**config.mk**
```make
export PLATFORM = sky130hd
export DESIGN_NAME = area_prmter_mac_ctrl
export DESIGN_NICKNAME = d
export VERILOG_FILES = /design/src/rtl/area_prmter_mac_ctrl.sv
export SDC_FILE = /design/constraint.sdc
export NUM_CORES = 1
export LEC_CHECK = 0
export BUFFER_PORTS_ARGS = -buffer_cell sky130_fd_sc_hd__clkbuf_2
export CAP_MARGIN = 20
export CORE_ASPECT_RATIO = 0.75
export CORE_MARGIN = 2
export CORE_UTILIZATION = 45
export DETAILED_ROUTE_END_ITERATION = 16
export HOLD_SLACK_MARGIN = 0.02
export PLACE_DENSITY = 0.68
export SYNTH_ARGS = -nofsm -noshare
export SYNTH_HDL_FRONTEND = slang
export SYNTH_SLANG_ARGS = --single-unit
```
**constraint.sdc**
```tcl
create_clock -name clk -period 7.4 [get_ports clk]
set_input_delay 0 -clock clk [delete_from_list [all_inputs] [get_ports clk]]
set_output_delay 0 -clock clk [all_outputs]
set_load 0.02 [all_outputs]
```
**src/rtl/area_prmter_mac_ctrl.sv**
```systemverilog
// area_prmter_mac_ctrl
// Streaming multiply-accumulate controller around an external pipelined
// 8x14 -> 22-bit multiplier. Operand pairs flow straight into the multiplier.
// A ce-gated tag pipeline follows each pair through the multiplier registers.
// Products are summed per burst, and each burst result is presented downstream
// with valid/ready back-pressure.

module area_prmter_mac_ctrl #(
  parameter int MUL_LAT = 3,
  parameter int ACC_W   = 32,
  parameter int CNT_W   = 16
) (
  input  logic             clk,
  input  logic             reset,
  input  logic [7:0]       s_a,
  input  logic [13:0]      s_b,
  input  logic             s_valid,
  input  logic             s_last,
  output logic             s_ready,
  output logic             mul_ce,
  output logic [7:0]       mul_din0,
  output logic [13:0]      mul_din1,
  input  logic [21:0]      mul_dout,
  output logic [ACC_W-1:0] m_sum,
  output logic [CNT_W-1:0] m_count,
  output logic             m_overflow,
  output logic             m_valid,
  input  logic             m_ready
);

  logic               stall;
  logic [MUL_LAT-1:0] tag_valid;
  logic [MUL_LAT-1:0] tag_last;
  logic [ACC_W-1:0]   acc;
  logic [CNT_W-1:0]   cnt;
  logic               sticky;
  logic               consume;
  logic               consume_last;
  logic [ACC_W:0]     sum_ext;
  logic               carry;
  logic [CNT_W-1:0]   cnt_next;

  // An unaccepted result freezes the whole datapath, including the multiplier.
  // Freezing everything means no in-flight product is lost or duplicated.
  assign stall    = m_valid & ~m_ready;
  assign mul_ce   = ~stall;
  assign s_ready  = ~stall;
  assign mul_din0 = s_a;
  assign mul_din1 = s_b;

  // The product at the multiplier output belongs to the oldest tag.
  // It is consumed only on an edge where the pipeline advances.
  always_comb begin
    consume      = mul_ce & tag_valid[MUL_LAT-1];
    consume_last = consume & tag_last[MUL_LAT-1];
    sum_ext      = {1'b0, acc} + {{(ACC_W-21){1'b0}}, mul_dout};
    carry        = sum_ext[ACC_W];
    cnt_next     = (cnt == {CNT_W{1'b1}}) ? cnt : cnt + CNT_W'(1);
  end

  // The tag pipeline shifts in lockstep with the multiplier registers.
  // The multiplier has no reset, so stale products are never tagged.
  always_ff @(posedge clk or posedge reset) begin
    if (reset) begin
      tag_valid <= '0;
      tag_last  <= '0;
    end else if (mul_ce) begin
      tag_valid[0] <= s_valid & s_ready;
      tag_last[0]  <= s_last & s_valid;
      for (int i = 1; i < MUL_LAT; i++) begin
        tag_valid[i] <= tag_valid[i-1];
        tag_last[i]  <= tag_last[i-1];
      end
    end
  end

  // The running burst accumulator, term count and sticky wrap flag.
  // All three clear once the burst's last product has been folded into the result.
  always_ff @(posedge clk or posedge reset) begin
    if (reset) begin
      acc    <= '0;
      cnt    <= '0;
      sticky <= 1'b0;
    end else if (consume) begin
      if (tag_last[MUL_LAT-1]) begin
        acc    <= '0;
        cnt    <= '0;
        sticky <= 1'b0;
      end else begin
        acc    <= sum_ext[ACC_W-1:0];
        cnt    <= cnt_next;
        sticky <= sticky | carry;
      end
    end
  end

  // The result register updates on a last consume and is otherwise held until accepted.
  // A new result may replace an accepted one on the same edge.
  always_ff @(posedge clk or posedge reset) begin
    if (reset) begin
      m_sum      <= '0;
      m_count    <= '0;
      m_overflow <= 1'b0;
      m_valid    <= 1'b0;
    end else if (consume_last) begin
      m_sum      <= sum_ext[ACC_W-1:0];
      m_count    <= cnt_next;
      m_overflow <= sticky | carry;
      m_valid    <= 1'b1;
    end else if (m_ready) begin
      m_valid    <= 1'b0;
    end
  end

endmodule
```
==> run summary <==
outcome = complete, no violations
die area = 13,700 um2
fillers = 1,160
Post-route DRC = 0
Synth-to-Final Area Change = 16.1%
initial antenna violation count = 0
Synth Register Bits = 105
PortBufs = 78
PnR worst setup slack = 4.40 ns
Max Buffers Root-to-Sink = 2
syn nets = 705
final hold vios = 0
proportion of synthesized area in mux cells = 0.0152
GRT Overall Usage = 0.207
peak supply drop = 0.180 mV
Post-Synth Adder-Cell Area = 0.0536
CTS H-tree depth = 3
cell taking the most area after synthesis = dfrtp_1
setup_tns = 0 ns
post-route ant nets = 0
crit path max fanout = 4
non-filler instance count after layout = 868
CTS Sinks = 105
XOR/XNOR share of the synthesized area = 0.0623
setup violators final = 0
number of instances in the placed design = 825
CTS tree = built
setup repair bufs after CTS = 0
Syn Inst Count = 632
Tot Pwr = 2.59 mW
vias in the first global route = 4,477
die span in y = 102 um
Worst-Skew Late Latency = 0.35 ns
final net count = 770
Routed WL = 13.5 mm
Tmin final = 3.00 ns
RSZ-0062 raised after global routing = false
post-synthesis compound-gate area fraction = 0.190
Synth area leaders = dfrtp_1, nand2_1, o21ai_0
critical path arrival = 3.25 ns
Mapped Area = 5750 um2
first-pass GRT wire length = 22.4 mm
I/O Pins = 123
Req. time, crit path = 7.66 ns
area share of the largest cell type after synthesis = 0.457
final hold slack = 0.0414 ns
drt wl/cell = 15.6 um
Reg clk slew, reported paths = 0.07 ns
root buf cell = clkbuf_16
hold buffer count at CTS = 26
layout cells sized above 1 = 0.165
DR pass1 iterations = 5
total grt overflow = 0
Final Instance Area = 6670 um2
Final GP Congestion = 0.899
Core Box Area = 12,400 um2
Max-Slew Margin vs Limit = 0.345
Post-Synth Simple-Gate Area = 0.161
Rows = 35
Tcrit/Tclk final = 0.405
HP Class = input pin to flip-flop
crit path kind = flip-flop to flip-flop
fmax = 334 MHz
top_reg_cell synth = dfrtp_1
largest family of logic cells by synthesized area = compound AO/OA/AOI/OAI gates
Area after DPL = 6090 um2
synth warn = 0
sequential share of the synthesized area = 0.457
largest net degree at the start of global routing = 80
post-place setup slack = 4.42 ns
detailed-route via count = 4,738
width of the chip = 134 um
CTS Buf Count = 9
Final Max Slew Viols = 0
CP Launch Type = flip-flop
post-cts sizing count = 0
Max-Cap Viols = 0
Avg Inst Size Synth = 9.09 um2
leakage = 3.17 nW
distinct cell type count after synthesis = 51
drt via density = 5.46
initial cell density of the core = 0.464
Worst-Margin Slew = 0.980 ns
Pwr Density = 388 nW/um2
worst clock skew = 0.0107 ns
DRT iter0 DRCs = 306
Post-synth EDFFs = 0
fin util = 0.538
Crit. End Element = flip-flop
Async S/R FF share, synth = 1.00
ANT cells = 0
hpwl dp = 9.22 mm
==> per-layer routing <==
layer | vias up | part of all wire | track usage
met5 | - | 0 | 0
met4 | 0 | 0.015 | 0.0567
met3 | 17 | 0.054 | 0.0466
met2 | 145 | 0.43 | 0.304
met1 | 2250 | 0.50 | 0.308
li1 | 2326 | - | -
==> worst max-delay path, cell delays in order (launching register included) <==
cell and delay (ns):
dfrtp_1 0.38, ha_1 0.22, fa_1 0.42, a21o_1 0.20
a221oi_2 0.32, o21ai_2 0.16, a21o_1 0.22, a221o_1 0.36
o221a_2 0.28, xnor2_2 0.14, o31ai_1 0.20
==> layout by cell type (no fill, tap or decap), types with 2 or more instances in the layout <==
cell,synthesis,routed
a211o_1,3,3
a21o_1,12,12
a21oi_1,31,31
a22o_1,8,8
a31oi_1,10,10
and2_1,4,4
and3_1,10,10
and4_1,2,2
buf_4,23,6
clkbuf_16,0,9
clkbuf_2,1,78
clkbuf_8,0,3
clkinvlp_4,0,2
dfrtp_1,105,105
dlygate4sd3_1,0,26
ha_1,23,23
inv_1,11,10
mux2_2,6,6
mux2i_1,2,2
nand2_1,121,120
nand2_2,1,2
nand2b_1,2,2
nand3_1,16,16
nand4_1,14,14
nor2_1,27,27
nor3_1,3,3
o211ai_1,7,7
o21ai_0,75,75
o21ai_1,3,3
o21bai_1,4,4
o31ai_1,13,13
or3_1,2,2
or4_1,4,4
xnor2_1,20,20
xor2_1,19,19
==> registers in the layout (all words and copies together) (netlist names) <==
signal      flops
acc            32
cnt            16
m_count        16
m_overflow      1
m_sum          32
m_valid         1
sticky          1
tag_last        3
tag_valid       3
==> synth_stat cells, types with 4 or more instances <==
cell type,instances
nand2_1,121
dfrtp_1,105
o21ai_0,75
a21oi_1,31
nor2_1,27
clkbuf_1,26
buf_4,23
ha_1,23
xnor2_1,20
xor2_1,19
nand3_1,16
nand4_1,14
o31ai_1,13
a21o_1,12
inv_1,11
a31oi_1,10
and3_1,10
a22o_1,8
o211ai_1,7
mux2_2,6
and2_1,4
buf_2,4
o21bai_1,4
or4_1,4
==> layout make-up <==
| cell class | count | area (um2) | share of cell area |
|---|---|---|---|
| Sequential cell | 105 | 2630 | 0.394 |
| Clock inverter | 3 | 23.8 | 0.00356 |
| Inverter | 12 | 47.5 | 0.00713 |
| Multi-Input combinational cell | 458 | 2770 | 0.415 |
| Timing Repair Buffer | 111 | 723 | 0.108 |
| Tap cell | 166 | 208 | 0.0311 |
| Clock buffer | 13 | 270 | 0.0405 |
==> worst paths after layout <==
kind	startpoint	to	slack [ns]	cells after the start
max	acc[0]	acc[18]	4.40	10
min	mul_dout[0]	m_sum[0]	0.04	4
max reg2reg	acc[0]	acc[18]	4.40	10
min reg2reg	m_sum[2]	m_sum[2]	0.48	2
max in group asynchronous	reset	tag_valid[0]	6.25	5
min in group asynchronous	reset	cnt[3]	0.16	3
==> cell families (layout without fill, tap and decap cells) <==
| family | count (synthesis) | count (layout) |
|---|---|---|
| multiplexers | 8 | 8 |
| buffers and inverters | 69 | 139 |
| XOR/XNOR | 40 | 40 |
| AO/OA/AOI/OAI | 177 | 177 |
| flip-flops | 105 | 105 |
| adder cells (fa/ha/maj) | 24 | 24 |
| AND/OR/NAND/NOR | 209 | 209 |
==> where the power goes <==
group | switching [mW] | internal, mW | total, mW
Clock | 0.213 | 0.257 | 0.470
Combinational | 0.800 | 0.448 | 1.25
Sequential | 0.117 | 0.753 | 0.870
Total | 1.13 | 1.46 | 2.59
(Power assumes the default switching activity.)
